## src/rtl/guess_scorer.sv

```systemverilog
// Iterative Mastermind scorer: 4 exact-compare cycles, then 16 partial-compare cycles, then a FINISH cycle.
// Result and done are visible 21 edges after start is sampled; start is ignored while busy, clear aborts.
module guess_scorer #(
  parameter logic [6:0] HEX_BLANK = 7'h7F
) (
  input  logic       CLOCK_50,
  input  logic       reset_n,
  input  logic       start,
  input  logic       clear,
  input  logic [3:0] target [3:0],
  input  logic [3:0] guess  [3:0],
  output logic       busy,
  output logic       done,
  output logic [2:0] exact,
  output logic [2:0] partial,
  output logic       win,
  output logic [6:0] HEX1,
  output logic [6:0] HEX0
);

  typedef enum logic [1:0] {S_IDLE, S_EXACT, S_PARTIAL, S_FINISH} state_t;

  state_t     state_q, state_d;
  logic [3:0] t_s_q [4];
  logic [3:0] t_s_d [4];
  logic [3:0] g_s_q [4];
  logic [3:0] g_s_d [4];
  logic [3:0] ut_q, ut_d, ug_q, ug_d;
  logic [1:0] i_q, i_d, j_q, j_d;
  logic [2:0] ex_w_q, ex_w_d, pa_w_q, pa_w_d;
  logic [2:0] exact_q, exact_d, partial_q, partial_d;
  logic       shown_q, shown_d, done_q, done_d;

  function automatic logic [6:0] seg(input logic [2:0] v);
    case (v)
      3'd0:    seg = 7'b1000000;
      3'd1:    seg = 7'b1111001;
      3'd2:    seg = 7'b0100100;
      3'd3:    seg = 7'b0110000;
      3'd4:    seg = 7'b0011001;
      default: seg = HEX_BLANK;
    endcase
  endfunction

  always_comb begin
    state_d   = state_q;
    t_s_d     = t_s_q;
    g_s_d     = g_s_q;
    ut_d      = ut_q;
    ug_d      = ug_q;
    i_d       = i_q;
    j_d       = j_q;
    ex_w_d    = ex_w_q;
    pa_w_d    = pa_w_q;
    exact_d   = exact_q;
    partial_d = partial_q;
    shown_d   = shown_q;
    done_d    = 1'b0;
    if (clear) begin
      state_d   = S_IDLE;
      exact_d   = 3'd0;
      partial_d = 3'd0;
      shown_d   = 1'b0;
    end else begin
      case (state_q)
        S_IDLE: begin
          if (start) begin
            t_s_d   = target;
            g_s_d   = guess;
            ut_d    = 4'd0;
            ug_d    = 4'd0;
            ex_w_d  = 3'd0;
            pa_w_d  = 3'd0;
            i_d     = 2'd0;
            j_d     = 2'd0;
            state_d = S_EXACT;
          end
        end
        S_EXACT: begin
          if (t_s_q[i_q] == g_s_q[i_q]) begin
            ex_w_d     = ex_w_q + 3'd1;
            ut_d[i_q]  = 1'b1;
            ug_d[i_q]  = 1'b1;
          end
          i_d = i_q + 2'd1;
          if (i_q == 2'd3) begin
            j_d     = 2'd0;
            state_d = S_PARTIAL;
          end
        end
        S_PARTIAL: begin
          // i walks the guess (outer), j walks the target (inner)
          if (!ug_q[i_q] && !ut_q[j_q] && g_s_q[i_q] == t_s_q[j_q]) begin
            pa_w_d    = pa_w_q + 3'd1;
            ug_d[i_q] = 1'b1;
            ut_d[j_q] = 1'b1;
          end
          j_d = j_q + 2'd1;
          if (j_q == 2'd3) begin
            i_d = i_q + 2'd1;
            if (i_q == 2'd3) state_d = S_FINISH;
          end
        end
        S_FINISH: begin
          exact_d   = ex_w_q;
          partial_d = pa_w_q;
          shown_d   = 1'b1;
          done_d    = 1'b1;
          state_d   = S_IDLE;
        end
        default: state_d = S_IDLE;
      endcase
    end
  end

  always_ff @(posedge CLOCK_50 or negedge reset_n) begin
    if (!reset_n) begin
      state_q <= S_IDLE;
      for (int k = 0; k < 4; k++) begin
        t_s_q[k] <= 4'd0;
        g_s_q[k] <= 4'd0;
      end
      ut_q      <= 4'd0;
      ug_q      <= 4'd0;
      i_q       <= 2'd0;
      j_q       <= 2'd0;
      ex_w_q    <= 3'd0;
      pa_w_q    <= 3'd0;
      exact_q   <= 3'd0;
      partial_q <= 3'd0;
      shown_q   <= 1'b0;
      done_q    <= 1'b0;
    end else begin
      state_q   <= state_d;
      t_s_q     <= t_s_d;
      g_s_q     <= g_s_d;
      ut_q      <= ut_d;
      ug_q      <= ug_d;
      i_q       <= i_d;
      j_q       <= j_d;
      ex_w_q    <= ex_w_d;
      pa_w_q    <= pa_w_d;
      exact_q   <= exact_d;
      partial_q <= partial_d;
      shown_q   <= shown_d;
      done_q    <= done_d;
    end
  end

  assign busy    = (state_q != S_IDLE);
  assign done    = done_q;
  assign exact   = exact_q;
  assign partial = partial_q;
  assign win     = shown_q && (exact_q == 3'd4);
  assign HEX1    = shown_q ? seg(exact_q)   : HEX_BLANK;
  assign HEX0    = shown_q ? seg(partial_q) : HEX_BLANK;

endmodule

```

## config.mk

```make
export PLATFORM = sky130hd
export DESIGN_NAME = guess_scorer
export DESIGN_NICKNAME = d
export VERILOG_FILES = /design/src/rtl/guess_scorer.sv
export SDC_FILE = /design/constraint.sdc
export NUM_CORES = 1
export LEC_CHECK = 0
export BUFFER_PORTS_ARGS = -buffer_cell sky130_fd_sc_hd__clkbuf_2
export CORE_ASPECT_RATIO = 0.9
export CORE_MARGIN = 2
export CORE_UTILIZATION = 58
export CTS_BUF_LIST = sky130_fd_sc_hd__clkbuf_8
export DETAILED_ROUTE_END_ITERATION = 16
export GPL_TIMING_DRIVEN = 0
export PLACE_DENSITY_LB_ADDON = 0.08
export SLEW_MARGIN = 0
export SYNTH_ARGS = -nofsm -noshare
export SYNTH_HDL_FRONTEND = slang
export SYNTH_SLANG_ARGS = --single-unit
```

## constraint.sdc

```tcl
create_clock -name CLOCK_50 -period 2.87 [get_ports CLOCK_50]
set_clock_uncertainty 0.2 [all_clocks]
set_input_delay 0.574 -clock CLOCK_50 [delete_from_list [all_inputs] [get_ports CLOCK_50]]
set_output_delay 0.574 -clock CLOCK_50 [all_outputs]
set_load 0.03 [all_outputs]
```

==> results.py <==
metrics = {
    "placement": {
        "dpl_cell_area_mm2": 0.00365,
        "dp_hpwl_mm": 4.57,
        "place_congestion": 0.824,
        "io_buffers": 58,
        "dp.cells": 394,
    },
    "synthesis": {
        "synth_area_mm2": 0.00327,
        "synth_top_area_cell": "dfrtp_1",
        "synth_cell_types": 43,
        "yosys_warnings": 0,
        "syn_nets": 319,
        "ys_ff_latch": 60,
        "synth_top_area_frac": 0.459,
        "ys_seq_area_frac": 0.459,
        "syn_avg_cell_area_um2": 12.2,
        "synthTopCellsByArea": "dfrtp_1 46%, mux2_2 11%, mux4_2 6.9%",
        "netlist_instances": 269,
    },
    "setup_path": {
        "rrSetupSlack_ns": 0.05,
        "required_ns": 2.89,
        "critPathArrivalTime_ns": 2.85,
        "rr_endpoint": "ug_q[1]",
        "worst_setup_path_end_kind": "register",
        "timing.rr.start": "i_q[0]",
        "critPathMaxFanout": 8,
        "reg2regPathDepth": 9,
        "path_cells": "buf_8, mux4_2, xor2_2, nor4_4, buf_4, o21ai_4, or2_0, buf_6, o22a_2",
        "startpoint_type": "register",
        "critPathKind": "register to register",
        "slowest_delay_ns": 0.56,
        "crit_slowest_cell": "mux4_2",
    },
    "die": {
        "coreArea_mm2": 0.00535,
        "die_area_mm2": 0.00626,
        "num_rows": 25,
        "fp.dieW_um": 83.2,
        "ios": 59,
        "start_util": 0.611,
        "die_y_um": 75.2,
    },
    "timing": {
        "setup_violations": 0,
        "fin_crit_ns": 2.82,
        "finalHoldViolCount": 0,
        "max-slew-margin-rel": 0.445,
        "final_max_slew_viol_count": 0,
        "post-route-period-util": 0.984,
        "worstMarginPinSlew_ns": 0.832,
        "fmax_mhz": 354,
    },
    "status": {
        "status": "finished clean",
    },
    "routing": {
        "wirelength_mm": 6.60,
        "drc": 0,
        "num_vias": 2291,
        "antenna_left": 0,
        "wire_per_inst_um": 15.9,
        "avgViaCountPerCell": 5.52,
        "first_pass_iters": 4,
        "drt_iter0_markers": 104,
    },
    "clock_network": {
        "cts_tree": "built",
        "htreeDepth": 3,
        "cts.sinks": 60,
        "clk_path_buf_depth": 2,
        "cts_made_buffers": 9,
        "clock-root-buffer": "clkbuf_8",
        "clock_latency_ns": 0.33,
        "path_clk_slew_ns": 0.06,
    },
    "grt": {
        "track_usage": 0.218,
        "grt_use_met2": 0.352,
        "use_met1": 0.292,
        "use_met3": 0.0636,
        "first_global_vias": 2271,
        "grt_first_pass_wirelength_mm": 10.6,
        "grt_max_degree": 61,
        "antenna_found_initial": 0,
        "busiest_layer": "met2",
        "grt_overflow": 0,
    },
    "cells_and_area": {
        "antenna_cells": 0,
        "final_cell_mix": "58 x clkbuf_2, 58 x dfrtp_1, 32 x mux2_2, 19 x inv_1, 18 x nor2_1",
        "fillCellCount": 386,
        "fin_nets": 394,
        "finalNonFillerCells": 415,
        "fin_area_mm2": 0.00396,
        "utilization": 0.741,
        "drive_gt1_frac": 0.420,
        "areaGrowthSynthToFinish_pct": 21.1,
    },
    "power": {
        "irDropWorstVdd_mv": 0.595,
        "leakage_nw": 1.82,
        "cellPowerDensity_mw_per_mm2": 1040,
    },
    "job": {
        "cap_violations": 0,
    },
    "worst_hold_path": {
        "hold_class": "input port to asynchronous set/reset pin",
    },
}
[registers in the layout, summed over array words and instances, names as in the netlist]
signal,count
done,1
ex_w_q,3
exact,3
g_s_q,16
i_q,2
j_q,2
pa_w_q,3
partial,3
shown_q,1
state_q,2
t_s_q,16
ug_q,4
ut_q,4
[area by class of cell]
type                       instances  area (µm²)  share of cell area
sequential                        60        1500               0.380
inverter                          18        67.6              0.0171
timing repair buffer              65         363              0.0916
clock inverter                     6        81.3              0.0205
multi-input combinational        176        1660               0.418
buffer                            14        81.3              0.0205
clock buffer                       9         124              0.0313
tap                               67        83.8              0.0212
[layer usage]
| metal | wire (µm) | vias to the layer above |
|---|---|---|
| li1 | - | 1105 |
| met1 | 3070 | 1106 |
| met2 | 3110 | 73 |
| met3 | 364 | 7 |
| met4 | 51 | 0 |
| met5 | 0 | - |
[worst max-delay path by stage]
stage / start / to / slack [ns] / cells after the start
global placement: i_q[1] / ut_q[2] / -0.15 / 8
finish: i_q[0] / ug_q[1] / 0.05 / 9
floorplan: j_q[0] / ug_q[0] / 0.24 / 8
detailed placement: i_q[1] / ut_q[3] / -0.12 / 8
CTS: i_q[0] / ut_q[3] / 0.03 / 8
global route: i_q[0] / ut_q[3] / -0.07 / 9
[per-stage QoR]
step | worst slack, ns | power (mW) | hold slack (ns) | setup TNS, ns
floorplan | 0.239 | 2.72 | 0.0784 | 0
global placement | -0.148 | 3.07 | 0.265 | -1.13
detailed placement | -0.118 | 3.13 | 0.276 | -0.889
CTS | 0.0287 | 3.95 | 0.191 | 0
global route | -0.0687 | 4.38 | 0.217 | -0.279
finish | 0.0452 | 4.10 | 0.148 | 0
[critical path, delay by kind of cell (launching register included)]
kind,cells,cell delay [ns]
muxes,1,0.56
and+or+nand+nor,2,0.51
buffers and inverters,3,0.48
DFF,1,0.43
AOI/OAI and AO/OA,2,0.30
xor gates and xnor gates,1,0.23
[cell usage after synthesis]
master	count
a211o_1	1
a211oi_1	7
a21oi_1	4
a21oi_2	1
a22o_1	2
a22oi_1	1
a311oi_1	1
and2_1	2
and3_1	2
buf_2	1
buf_4	2
buf_6	2
clkbuf_1	10
dfrtp_1	60
ha_1	14
inv_1	18
mux2_2	32
mux2i_1	9
mux4_1	4
mux4_2	10
nand2_1	9
nand2b_1	1
nand3_1	7
nand3b_1	1
nand4_1	1
nor2_1	18
nor2b_1	7
nor3_1	2
nor3_2	2
nor3b_1	3
nor4_1	1
nor4_4	1
o211a_1	1
o21a_1	1
o21ai_0	12
o21ai_2	1
o21bai_1	2
o22a_2	4
o22ai_1	1
or2_0	1
or2_2	1
or3_1	1
xor2_1	8
[power breakdown]
group	internal, mW	switching (mW)
registers	1.16	0.240
clock network	0.477	0.313
logic	0.941	0.973
total	2.58	1.53
[kinds of logic (layout without fill, tap and decap cells)]
family / Yosys count / after routing / synth area share
flops: 60 / 60 / 0.459
simple gates: 60 / 60 / 0.0991
mux: 55 / 55 / 0.239
compound gates: 39 / 39 / 0.0830
buf+inv: 33 / 112 / 0.0451
fa+ha+maj: 14 / 14 / 0.0536
xor+xnor: 8 / 8 / 0.0214
[timing repair]
action | CTS | global route
gates resized for setup | 1 | 11
buffers inserted | 1 | 5
hold buffers | 0 | 0
pin swaps | 1 | 2
cloned | 0 | 1
setup endpoints to repair | 9 | 9
Power figures use the tool's default switching activity.
